**src/rtl/mem_access_unit_pkg.sv**
```systemverilog
// Shared load/store types for the MEM stage: decoded memop fields, bus word
// types, the load/store unit state encoding and its default timeout.
package mem_access_unit_pkg;

  typedef logic [31:0] dm_addr_t;
  typedef logic [31:0] word_t;

  typedef enum logic [1:0] {
    MEM_NONE  = 2'b00,
    MEM_LOAD  = 2'b01,
    MEM_STORE = 2'b10,
    MEM_RSVD  = 2'b11
  } ls_type_enum;

  typedef enum logic [1:0] {
    MEM_BYTE = 2'b00,
    MEM_HALF = 2'b01,
    MEM_WORD = 2'b10,
    MEM_WBAD = 2'b11
  } ls_width_enum;

  typedef struct packed {
    ls_type_enum  ls_type;
    ls_width_enum ls_width;
    logic         sign;
  } memop_struct;

  typedef enum logic [1:0] {
    ST_IDLE   = 2'b00,
    ST_ACCESS = 2'b01,
    ST_RESP   = 2'b10
  } mau_state_enum;

  localparam int unsigned MAU_TIMEOUT_CYCLES = 16;

  // True for an illegal width or an address not aligned to the access size.
  function automatic logic mau_illegal(input ls_width_enum w, input logic [1:0] off);
    case (w)
      MEM_BYTE: return 1'b0;
      MEM_HALF: return off[0];
      MEM_WORD: return off != 2'b00;
      default:  return 1'b1;
    endcase
  endfunction

endpackage

```
**src/rtl/mem_lane_fmt.sv**
```systemverilog
// Little-endian lane formatter (combinational).
//   width/sign/off : access size, load sign flag, byte offset addr[1:0]
//   st_data        : store source value  -> be_c, st_data_c (lane-replicated)
//   ld_word        : memory read word    -> ld_data_c (lane-selected, extended)
module mem_lane_fmt
  import mem_access_unit_pkg::*;
(
  input  ls_width_enum width,
  input  logic         sign,
  input  logic [1:0]   off,
  input  word_t        st_data,
  input  word_t        ld_word,
  output logic [3:0]   be_c,
  output word_t        st_data_c,
  output word_t        ld_data_c
);

  logic [7:0]  ld_byte;
  logic [15:0] ld_half;

  always_comb begin
    be_c      = 4'b0000;
    st_data_c = '0;
    ld_data_c = '0;
    ld_byte   = ld_word[{off, 3'b000} +: 8];
    ld_half   = off[1] ? ld_word[31:16] : ld_word[15:0];
    case (width)
      MEM_BYTE: begin
        be_c      = 4'b0001 << off;
        st_data_c = {4{st_data[7:0]}};
        ld_data_c = {{24{sign & ld_byte[7]}}, ld_byte};
      end
      MEM_HALF: begin
        be_c      = off[1] ? 4'b1100 : 4'b0011;
        st_data_c = {2{st_data[15:0]}};
        ld_data_c = {{16{sign & ld_half[15]}}, ld_half};
      end
      MEM_WORD: begin
        be_c      = 4'b1111;
        st_data_c = st_data;
        ld_data_c = ld_word;
      end
      default: ;
    endcase
  end

endmodule

```
**src/rtl/mem_access_unit.sv**
```systemverilog
// MEM-stage load/store unit: accepts one memop via req_valid/req_ready, runs a
// byte-enabled dm_req/dm_ack access, returns formatted load data or a store
// completion via resp_valid/resp_ready. Misaligned/illegal ops return addr_err
// without touching memory.
// Ports: clk, rst_n; req_valid/req_ready, memop, addr, wdata; resp_valid/
// resp_ready, rdata, addr_err, bus_err; dm_req, dm_we, dm_be, dm_addr,
// dm_wdata, dm_ack, dm_rdata.
// Build option: MAU_TIMEOUT_EN enables the dm_ack timeout (TIMEOUT_CYCLES),
// reported as bus_err; otherwise bus_err is always 0.
module mem_access_unit
  import mem_access_unit_pkg::*;
#(
  parameter int unsigned TIMEOUT_CYCLES = MAU_TIMEOUT_CYCLES
) (
  input  logic        clk,
  input  logic        rst_n,
  input  logic        req_valid,
  output logic        req_ready,
  input  memop_struct memop,
  input  dm_addr_t    addr,
  input  word_t       wdata,
  output logic        resp_valid,
  input  logic        resp_ready,
  output word_t       rdata,
  output logic        addr_err,
  output logic        bus_err,
  output logic        dm_req,
  output logic        dm_we,
  output logic [3:0]  dm_be,
  output dm_addr_t    dm_addr,
  output word_t       dm_wdata,
  input  logic        dm_ack,
  input  word_t       dm_rdata
);

  mau_state_enum state_q, state_d;
  memop_struct   op_q, op_d;
  logic [1:0]    off_q, off_d;
  logic          resp_valid_d, addr_err_d, bus_err_d;
  logic          dm_req_d, dm_we_d;
  logic [3:0]    dm_be_d;
  word_t         rdata_d, dm_wdata_d;
  dm_addr_t      dm_addr_d;

  ls_width_enum  fmt_width;
  logic          fmt_sign;
  logic [1:0]    fmt_off;
  logic [3:0]    fmt_be;
  word_t         fmt_st, fmt_ld;

`ifdef MAU_TIMEOUT_EN
  localparam int unsigned CNT_W = $clog2(TIMEOUT_CYCLES + 1);
  logic [CNT_W-1:0] cnt_q, cnt_d;
`else
  logic unused_timeout_param;
  assign unused_timeout_param = ^32'(TIMEOUT_CYCLES);
`endif

  assign req_ready = (state_q == ST_IDLE);

  // Formatter sees the incoming op while idle (store lanes), the latched op otherwise (load lanes).
  assign fmt_width = (state_q == ST_IDLE) ? memop.ls_width : op_q.ls_width;
  assign fmt_sign  = (state_q == ST_IDLE) ? memop.sign     : op_q.sign;
  assign fmt_off   = (state_q == ST_IDLE) ? addr[1:0]      : off_q;

  mem_lane_fmt u_fmt (
    .width     (fmt_width),
    .sign      (fmt_sign),
    .off       (fmt_off),
    .st_data   (wdata),
    .ld_word   (dm_rdata),
    .be_c      (fmt_be),
    .st_data_c (fmt_st),
    .ld_data_c (fmt_ld)
  );

  // Next-state and next-output decode.
  always_comb begin
    state_d      = state_q;
    op_d         = op_q;
    off_d        = off_q;
    resp_valid_d = resp_valid;
    rdata_d      = rdata;
    addr_err_d   = addr_err;
    bus_err_d    = bus_err;
    dm_req_d     = dm_req;
    dm_we_d      = dm_we;
    dm_be_d      = dm_be;
    dm_addr_d    = dm_addr;
    dm_wdata_d   = dm_wdata;
`ifdef MAU_TIMEOUT_EN
    cnt_d        = cnt_q;
`endif
    case (state_q)
      ST_IDLE: begin
        if (req_valid) begin
          op_d  = memop;
          off_d = addr[1:0];
          if (memop.ls_type != MEM_NONE && mau_illegal(memop.ls_width, addr[1:0])) begin
            state_d      = ST_RESP;
            resp_valid_d = 1'b1;
            addr_err_d   = 1'b1;
            rdata_d      = '0;
          end else if (memop.ls_type == MEM_NONE || memop.ls_type == MEM_RSVD) begin
            state_d      = ST_RESP;
            resp_valid_d = 1'b1;
            rdata_d      = '0;
          end else begin
            state_d    = ST_ACCESS;
            dm_req_d   = 1'b1;
            dm_we_d    = (memop.ls_type == MEM_STORE);
            dm_be_d    = fmt_be;
            dm_addr_d  = {addr[31:2], 2'b00};
            dm_wdata_d = (memop.ls_type == MEM_STORE) ? fmt_st : '0;
`ifdef MAU_TIMEOUT_EN
            cnt_d      = '0;
`endif
          end
        end
      end
      ST_ACCESS: begin
        // An ack on the final counted cycle still completes normally.
        if (dm_ack) begin
          state_d      = ST_RESP;
          resp_valid_d = 1'b1;
          rdata_d      = (op_q.ls_type == MEM_LOAD) ? fmt_ld : '0;
          dm_req_d     = 1'b0;
          dm_we_d      = 1'b0;
          dm_be_d      = '0;
          dm_addr_d    = '0;
          dm_wdata_d   = '0;
        end
`ifdef MAU_TIMEOUT_EN
        else if (cnt_q == CNT_W'(TIMEOUT_CYCLES - 1)) begin
          state_d      = ST_RESP;
          resp_valid_d = 1'b1;
          bus_err_d    = 1'b1;
          rdata_d      = '0;
          dm_req_d     = 1'b0;
          dm_we_d      = 1'b0;
          dm_be_d      = '0;
          dm_addr_d    = '0;
          dm_wdata_d   = '0;
        end else begin
          cnt_d = cnt_q + CNT_W'(1);
        end
`endif
      end
      ST_RESP: begin
        if (resp_ready) begin
          state_d      = ST_IDLE;
          resp_valid_d = 1'b0;
          rdata_d      = '0;
          addr_err_d   = 1'b0;
          bus_err_d    = 1'b0;
        end
      end
      default: state_d = ST_IDLE;
    endcase
  end

  // State and registered outputs.
  always_ff @(posedge clk or negedge rst_n) begin
    if (!rst_n) begin
      state_q    <= ST_IDLE;
      op_q       <= '0;
      off_q      <= '0;
      resp_valid <= 1'b0;
      rdata      <= '0;
      addr_err   <= 1'b0;
      bus_err    <= 1'b0;
      dm_req     <= 1'b0;
      dm_we      <= 1'b0;
      dm_be      <= '0;
      dm_addr    <= '0;
      dm_wdata   <= '0;
`ifdef MAU_TIMEOUT_EN
      cnt_q      <= '0;
`endif
    end else begin
      state_q    <= state_d;
      op_q       <= op_d;
      off_q      <= off_d;
      resp_valid <= resp_valid_d;
      rdata      <= rdata_d;
      addr_err   <= addr_err_d;
      bus_err    <= bus_err_d;
      dm_req     <= dm_req_d;
      dm_we      <= dm_we_d;
      dm_be      <= dm_be_d;
      dm_addr    <= dm_addr_d;
      dm_wdata   <= dm_wdata_d;
`ifdef MAU_TIMEOUT_EN
      cnt_q      <= cnt_d;
`endif
    end
  end

endmodule
```
**config.mk**
```make
export PLATFORM = sky130hd
export DESIGN_NAME = mem_access_unit
export DESIGN_NICKNAME = d
export VERILOG_FILES = /design/src/rtl/mem_access_unit_pkg.sv /design/src/rtl/mem_lane_fmt.sv /design/src/rtl/mem_access_unit.sv
export SDC_FILE = /design/constraint.sdc
export NUM_CORES = 1
export LEC_CHECK = 0
export CAP_MARGIN = 30
export CORE_UTILIZATION = 48
export CTS_BUF_LIST = sky130_fd_sc_hd__clkbuf_4
export DETAILED_ROUTE_END_ITERATION = 12
export PLACE_DENSITY_LB_ADDON = 0.1
export SLEW_MARGIN = 25
export SYNTH_ARGS = -nofsm -noshare
export SYNTH_HDL_FRONTEND = slang
export SYNTH_SLANG_ARGS = --single-unit
```
**constraint.sdc**
```tcl
create_clock -name clk -period 5.35 [get_ports clk]
set_input_delay 1.07 -clock clk [delete_from_list [all_inputs] [get_ports clk]]
set_output_delay 1.07 -clock clk [all_outputs]
set_load 0.1 [all_outputs]
```
==> results of run 1 <==
[layer usage]
layer / up-vias / routed length [um]
li1: 2213 / -
met1: 2413 / 6500
met2: 251 / 7530
met3: 25 / 1390
met4: 0 / 379
met5: - / 0
[worst max-delay path by stage]
stage                           start                        to
3_3_place_gp                 memop[1]  dm_wdata[10]$_DFFE_PN0P_
2_1_floorplan                memop[3]     rdata[13]$_DFFE_PN0P_
5_1_grt        state_q[0]$_DFFE_PN0P_                 req_ready
6_report       state_q[0]$_DFFE_PN0P_                 req_ready
3_5_place_dp                req_valid  dm_wdata[24]$_DFFE_PN0P_
4_1_cts        state_q[0]$_DFFE_PN0P_                 req_ready
[power breakdown]
group	internal [uW]	switching, uW	leakage (uW)
logic	706	1980	0.00178
clock network	147	276	0.0000778
registers	1050	156	0.00148
[worst max-delay path, delay by kind of cell, from the launching register on]
family | cells | cell delay (ns)
AND/OR/NAND/NOR | 1 | 0.46
buffers and inverters | 2 | 1.31
flip-flops | 1 | 0.59
[synth_stat cells (7+ instances only)]
cell	n	area (um2)
o22ai_1	7	43.8
dfrtp_1	111	2780
inv_1	9	33.8
o21ai_0	32	160
mux2i_1	7	70.1
a222oi_1	16	160
clkbuf_1	10	37.5
a211o_1	7	61.3
nand2_1	97	364
buf_2	16	80.1
mux2_2	10	113
a22oi_1	24	180
a22o_1	41	359
nand4_1	16	100
[area by class of cell]
type                    instances  area (um2)  area share
flip-flops and latches        111        2780       0.368
multi-input cells             333        2270       0.301
repair buffers                214        2150       0.285
well taps                     136         170      0.0226
clock buffers                  10        75.1     0.00995
clock inverters                 6        61.3     0.00813
inverters                      10        40.0     0.00531
[cell families (layout without fill, tap and decap cells)]
family                   after synthesis  count (layout)
AO/OA/AOI/OAI                        162             162
AND/OR/NAND/NOR                      145             145
flip-flops                           111             111
buffers and inverters                 44             240
multiplexers                          21              21
adder cells (fa/ha/maj)                2               2
other                                  1               3
[sequential cells by signal, summed over array words and instances, names as in the netlist]
name and flops:
resp_valid 1, rdata 32, op_q 5, addr_err 1, state_q 2, dm_wdata 32, off_q 2, dm_be 4
dm_req 1, dm_we 1, dm_addr 30
[through the flow]
stage	total power, uW	hold WS, ns	area [um2]	cells
6_report	4310	0.497	7540	820
5_1_grt	4480	0.521	7540	820
4_1_cts	4320	0.498	7530	820
3_5_place_dp	3900	0.462	7400	804
3_3_place_gp	3840	0.459	7350	802
2_1_floorplan	3200	0.442	5250	488
==> results.cfg, run 1 <==
[timing]
achievable-frequency_mhz = 255
period_minus_slack_ns = 3.92
layout_setup_ws_ns = 1.43
timing.final.setup_violations = 0
grt_setup_unrepaired = false
finalClockSkew_ns = 0.0104
slew_headroom = 0.317
setup-tns-final_ns = 0
slew_viol_final = 0
timing_worst_slew_pin_value_ns = 1.02
fin_crit_sh = 0.732
timing_hold_violations_final = 0

[power_and_ir_drop]
power.leakage_uw = 0.00334
power.density_nw_per_um2 = 572
vdd.ir_drop.worst_mv = 0.466

[synthesis]
netlist-cell-type-count = 59
post_synth_fa_ha_maj_area_fraction = 0.00477
share_of_synthesized_area_spent_on_multiplexers = 0.0506
post_syn_area_per_cell_um2 = 10.8
ys.flop_type = dfrtp_1
synthSimpleGateAreaFrac = 0.130
postSynthRegisterBits = 111
synth_top_family_by_area = compound AO/OA/AOI/OAI gates
share_of_flip_flops_with_an_asynchronous_set_or_reset_after_synthesis = 1.00
synthesis.area_um2 = 5250
seq_area_frac_synth = 0.529
synth-edff-count = 0
synthesis.instances = 486
synth-xor-area-share = 0
synth_compound_area_frac = 0.240
ys_warn_count = 0

[detailed_routing]
first_iter_violations = 466
detail_route.drc_violations = 0
average_vias_per_placed_instance = 5.98
antenna_left = 0
routedWlPerCell_um = 19.3
router_iterations_before_antenna_repair = 7
route.vias.total = 4902
total_routed_length_um = 15800

[cts]
cts_buffers = 9
clk_pin_slew_ns = 0.16
clk-insertion-delay-late_ns = 0.48
post_cts_buffers = 0
tritoncts_sink_count = 111
cts_max_level = 3
clock-root-buffer = clkbuf_4
post_cts.resized_instances = 0
tritoncts = built
hold_buffers = 0
cts-root-to-sink-buffers = 2

[critical_path]
worst_reg2reg_startpoint = state_q[0]$_DFFE_PN0P_
path_class = reg -> out
critPathLaunchType = flop
critPathMaxStageDelay_ns = 1.16
worstReg2RegEnd = dm_wdata[24]$_DFFE_PN0P_
crit_path_cell_trace = or2_4 > inv_4 > clkdlybuf4s50_1
ff2ff_setup_slack_ns = 2.22
critPathRequiredTime_ns = 4.28
ff2ff_path_depth = 4
arrival_time_at_the_worst_endpoint_ns = 2.85
worstSetupEndpointType = output port
slowest_library_cell_on_the_worst_path = clkdlybuf4s50_1
crit_path_max_fanout = 20

[layout]
finalNetCount = 787
mostFrequentLayoutCells = clkdlybuf4s50_1, dfrtp_1, nand2_1, a22o_1, o21ai_0
n_antenna_cell = 0
num-fill-cells = 804
layout-drive-gt1-share = 0.0760
finalCoreUtilization = 0.721
area_growth_pct = 43.8
layout.cells.most_common = clkdlybuf4s50_1

[worst_hold_path]
timing.hold.worst.class = reg -> reg
holdPathStages = 2
hold_start = op_q[3]$_DFFE_PN0P_
min_delay_endpoint = op_q[3]$_DFFE_PN0P_

[grt]
globalRouteMet1Util = 0.379
met2_usage = 0.450
grt.met3_usage = 0.0533
grt_busiest_layer = met2
number_of_antenna_violations_at_the_first_check_in_global_routing = 0
grt_first_pass_wirelength_um = 24700
grt.total_usage = 0.283
grt_max_degree = 77
grt_pass1_vias = 4657
remaining_overflow_grt = 0

[placement]
globalplace.congestion = 0.827
preCtsSetupSlack_ns = 1.62
dp.final_hpwl_um = 11300
io_buffer_count = 208

[die]
coreArea_um2 = 10500
die_width_um = 107
ports = 212
die-area_um2 = 11400
starting_density = 0.501
std_cell_rows = 37
vert_die_dim_um = 107

[flow_run]
maxCapViolations = 0

[run_status]
result_of_the_run = finished, final reports clean
(Power assumes the default switching activity.)
==> inputs of run 2 (changes only) <==
Settings changed: CORE_UTILIZATION 48 to 45.
Clock period 5.35 ns to 4.1 ns, I/O delays scaled along.
==> results.cfg, run 2 (synthesis gave the netlist of run 1 again) <==
[run_status]
result_of_the_run = finished, final reports clean

[layout]
ff_latch_area_um2 = 2780
layout-drive-gt1-share = 0.0799
registers_with_the_highest_flip_flop_counts = dm_wdata (32), rdata (32), dm_addr (30)
mostFrequentLayoutCells = clkdlybuf4s50_1, dfrtp_1, nand2_1, a22o_1, o21ai_0
finalCoreUtilization = 0.666
finalNetCount = 791
layout.cells.most_common = clkdlybuf4s50_1
multi_input_logic_area_um2 = 2260
area_growth_pct = 44.4
n_antenna_cell = 0
num-fill-cells = 942

[die]
ports = 212
starting_density = 0.461
vert_die_dim_um = 110
die-area_um2 = 12100
std_cell_rows = 39
die_width_um = 110
coreArea_um2 = 11400

[timing]
fin_crit_sh = 0.722
slew_headroom = 0.309
timing.final.setup_violations = 0
finalClockSkew_ns = 0.0256
grt_setup_unrepaired = false
timing_hold_violations_final = 0
timing_worst_slew_pin_value_ns = 1.03
period_minus_slack_ns = 2.96
achievable-frequency_mhz = 338
fin_worst_hold_slack_ns = 0.393
slew_viol_final = 0
setup-tns-final_ns = 0

[critical_path]
critPathRequiredTime_ns = 4.44
critPathLaunchType = flop
worstReg2RegEnd = rdata[20]$_DFFE_PN0P_
worstSetupEndpointType = flop
worst-path-buf-inv = 0
arrival_time_at_the_worst_endpoint_ns = 3.30
worst_reg2reg_startpoint = state_q[0]$_DFFE_PN0P_
worst_path_dominant_cell_family = multiplexers
crit_path_max_fanout = 24
ff2ff_path_depth = 5
slowest_library_cell_on_the_worst_path = dfrtp_1
ff2ff_setup_slack_ns = 1.14
crit_path_cell_trace = or2_4 > mux2i_4 > mux2_4 > o2111ai_4 > nand4_1
critPathMaxStageDelay_ns = 0.65
path_class = reg -> reg

[cts]
clk_pin_slew_ns = 0.17
cts_max_level = 3
clk-insertion-delay-late_ns = 0.49
tritoncts_sink_count = 111
tritoncts = built
post_cts.resized_instances = 0
cts-root-to-sink-buffers = 2
post_cts_buffers = 0
clock-root-buffer = clkbuf_4
hold_buffers = 0
cts_buffers = 9

[placement]
dp.final_hpwl_um = 11600
io_buffer_count = 208
globalplace.congestion = 0.895

[power_and_ir_drop]
power.internal_uw = 2510
netSwitchingPower_uw = 3150
power.share.switching = 0.556
power.leakage_uw = 0.00335
pwr-share-seq = 0.277
clock_power_share = 0.108
power.density_nw_per_um2 = 747
vdd.ir_drop.worst_mv = 0.566
power.share.combinational = 0.615

[flow_run]
maxCapViolations = 0

[grt]
grt_pass1_vias = 4671
number_of_antenna_violations_at_the_first_check_in_global_routing = 0
grt_max_degree = 64
grt_first_pass_wirelength_um = 24300
remaining_overflow_grt = 0
grt.total_usage = 0.268

[detailed_routing]
average_vias_per_placed_instance = 5.81
router_iterations_before_antenna_repair = 8
routedWlPerCell_um = 19.3
first_iter_violations = 439
antenna_left = 0
detail_route.drc_violations = 0
route.vias.total = 4832
total_routed_length_um = 16000

[worst_hold_path]
timing.hold.worst.class = in -> async
-- run 2: changes by cell type in the layout (fill, tap and decap cells not counted), sizes merged --
cell	previous run	this run
buf	7	12
bufinv	1	2
clkbuf	10	9
clkdlybuf4s50	207	206
clkinv	5	3
clkinvlp	0	2
-- run 2: per-stage QoR --
stage          std cells  instance area, um2  total power [uW]  worst slack (ns)
2_1_floorplan        488                5250              4180              1.84
3_3_place_gp         813                7400              5030             0.855
3_5_place_dp         814                7410              5070             0.868
4_1_cts              830                7570              5680              1.15
5_1_grt              831                7570              5870             0.949
6_report             831                7570              5660              1.14
-- run 2: area by class of cell --
| type | instances | share of cell area |
|---|---|---|
| tap | 143 | 0.0236 |
| sequential | 111 | 0.367 |
| timing repair buffer | 218 | 0.286 |
| multi-input combinational | 333 | 0.298 |
| clock buffer | 9 | 0.00892 |
| inverter | 10 | 0.00529 |
| clock inverter | 7 | 0.0116 |
-- run 2: per-layer routing --
layer  vias to the layer above  track usage  wire [um]
met5                         -            0          0
met4                         0        0.113        412
met3                        33       0.0517       1240
met2                       225        0.424       7570
met1                      2356        0.361       6790
li1                       2218            -          -
-- run 2: worst reg2reg max path: stages, from the launching register on --
cell,delay (ns)
dfrtp_1,0.65
or2_4,0.43
mux2i_4,0.59
mux2_4,0.37
o2111ai_4,0.58
nand4_1,0.19
-- run 2: worst max path at each step --
| stage | slack [ns] | from | end | cells after the start |
|---|---|---|---|---|
| 2_1_floorplan | 1.84 | memop[3] | rdata[13]$_DFFE_PN0P_ | 7 |
| 3_3_place_gp | 0.85 | memop[1] | rdata[25]$_DFFE_PN0P_ | 7 |
| 3_5_place_dp | 0.87 | memop[1] | rdata[7]$_DFFE_PN0P_ | 6 |
| 4_1_cts | 1.15 | state_q[0]$_DFFE_PN0P_ | rdata[20]$_DFFE_PN0P_ | 5 |
| 5_1_grt | 0.95 | state_q[0]$_DFFE_PN0P_ | rdata[18]$_DFFE_PN0P_ | 5 |
| 6_report | 1.14 | state_q[0]$_DFFE_PN0P_ | rdata[20]$_DFFE_PN0P_ | 5 |
-- run 2: power by group through the flow --
stage	clock (uW)	combinational (uW)	sequential, uW
floorplan	0	889	3290
global placement	0	3460	1570
detailed placement	0	3480	1590
CTS	620	3490	1570
global route	662	3610	1600
finish	610	3480	1570
==> inputs of run 3 (changes only) <==
Clock period 4.1 ns to 2.77 ns, I/O delays scaled along.
==> results.cfg, run 3 (synthesis gave the netlist of run 1 again) <==
[run_status]
result_of_the_run = finished, final reports clean

[layout]
multi_input_logic_area_um2 = 2250
finalCoreUtilization = 0.661
n_antenna_cell = 0
num-fill-cells = 929
layout.cells.most_common = buf_4
finalNetCount = 813
mostFrequentLayoutCells = buf_4, dfrtp_1, clkdlybuf4s50_1, nand2_1, a22o_1
registers_with_the_highest_flip_flop_counts = dm_wdata (32), rdata (32), dm_addr (30)
area_growth_pct = 43.3
layout-drive-gt1-share = 0.254
ff_latch_area_um2 = 2780
finalInstanceArea_um2 = 7520

[placement]
placedInstanceArea_um2 = 7350
io_buffer_count = 208
dp.final_hpwl_um = 11800
globalplace.congestion = 0.883
preCtsSetupSlack_ns = -0.0437

[critical_path]
critical_path.startpoint = state_q[0]$_DFFE_PN0P_
worst_setup_path_endpoint = rdata[23]$_DFFE_PN0P_
worst_reg2reg_startpoint = state_q[0]$_DFFE_PN0P_
critPathRequiredTime_ns = 3.09
ff2ff_path_depth = 5
arrival_time_at_the_worst_endpoint_ns = 2.60
path_class = reg -> reg
ff2ff_setup_slack_ns = 0.50
worstReg2RegEnd = rdata[23]$_DFFE_PN0P_
critPathLaunchType = flop
worstSetupEndpointType = flop
crit_path_max_fanout = 24

[timing]
fin_worst_hold_slack_ns = 0.497
setup-tns-final_ns = 0
timing_worst_slew_pin_value_ns = 0.681
fin_crit_sh = 0.820
period_minus_slack_ns = 2.27
slew_viol_final = 0
grt_setup_unrepaired = false
timing.final.setup_violations = 0
achievable-frequency_mhz = 440
layout_setup_ws_ns = 0.498
slew_headroom = 0.546
timing_hold_violations_final = 0
finalClockSkew_ns = 0.0164

[flow_run]
maxCapViolations = 0

[grt]
number_of_antenna_violations_at_the_first_check_in_global_routing = 0
grt_first_pass_wirelength_um = 23900
grt_max_degree = 69
grt.total_usage = 0.261
remaining_overflow_grt = 0
grt_pass1_vias = 4677

[detailed_routing]
dr_wl_met2_um = 7570
routedLengthMet1_um = 6760
first_iter_violations = 448
routedWlPerCell_um = 18.6
route.vias.total = 4857
wl_met3_um = 1220
antenna_left = 0
average_vias_per_placed_instance = 5.69
detail_route.drc_violations = 0
total_routed_length_um = 15900
highest_routed_metal_layer = met4
router_iterations_before_antenna_repair = 6

[cts]
cts_buffers = 9
cts-root-to-sink-buffers = 2
clk-insertion-delay-late_ns = 0.47
post_cts.resized_instances = 0
clk_pin_slew_ns = 0.19
tritoncts = built
cts_max_level = 3
tritoncts_sink_count = 111
clock-root-buffer = clkbuf_4

[worst_hold_path]
timing.hold.worst.class = reg -> reg

[die]
die-area_um2 = 12100
vert_die_dim_um = 110
die_width_um = 110
coreArea_um2 = 11400
starting_density = 0.461
std_cell_rows = 39
ports = 212

[power_and_ir_drop]
power.density_nw_per_um2 = 1110
vdd.ir_drop.worst_mv = 0.858
power.leakage_uw = 0.00365
==> run 3: changes by cell type in the layout (fill, tap and decap cells not counted), moves of 2 or more <==
cell             change
inv_6                +2
buf_12               +3
clkinv_1             -2
inv_8                +2
clkdlybuf4s50_1    -102
buf_4              +119
==> run 3: worst min-delay path by stage <==
stage | cells past startpoint | start | endpoint | slack [ns]
after CTS | 2 | op_q[3]$_DFFE_PN0P_ | op_q[3]$_DFFE_PN0P_ | 0.50
after floorplan | 0 | rst_n | addr_err$_DFFE_PN0P_ | 0.26
final | 2 | op_q[3]$_DFFE_PN0P_ | op_q[3]$_DFFE_PN0P_ | 0.50
after global routing | 1 | dm_req$_DFFE_PN0P_ | dm_req$_DFFE_PN0P_ | 0.53
after global placement | 2 | op_q[3]$_DFFE_PN0P_ | op_q[3]$_DFFE_PN0P_ | 0.46
after detailed placement | 2 | op_q[3]$_DFFE_PN0P_ | op_q[3]$_DFFE_PN0P_ | 0.46
==> run 3: metrics by stage <==
step | cells | total power (uW)
floorplan | 488 | 6180
global placement | 833 | 7450
detailed placement | 835 | 7510
CTS | 852 | 8400
global route | 853 | 8710
finish | 853 | 8370
==> run 3: what timing repair did <==
| item | CTS | global route |
|---|---|---|
| setup buffers | 0 | 0 |
| hold buffers | 1 | 0 |
| hold endpoints to repair | 29 | 0 |
==> run 3: cell type report <==
| cell class | count | area share |
|---|---|---|
| Clock buffer | 9 | 0.00899 |
| Clock inverter | 7 | 0.0115 |
| Inverter | 10 | 0.00532 |
| Multi-Input combinational cell | 333 | 0.299 |
| Sequential cell | 111 | 0.369 |
| Tap cell | 143 | 0.0238 |
| Timing Repair Buffer | 240 | 0.282 |
==> run 3: critical path, cell delays in order, from the launching register on <==
cell       delay [ns]
dfrtp_1          0.39
or2_4            0.34
mux2i_4          0.31
mux2_4           0.34
o2111ai_4        0.57
nand4_1          0.17
==> run 3: per-layer routing <==
layer | up-vias | track usage
met3 | 24 | 0.0400
met1 | 2337 | 0.342
met5 | - | 0
met4 | 0 | 0.102
met2 | 232 | 0.435
li1 | 2264 | -
==> run 3: power by group <==
part / switching [uW] / total (uW) / internal (uW)
sequential: 275 / 2300 / 2020
combinational: 3860 / 5190 / 1330
clock: 592 / 889 / 296
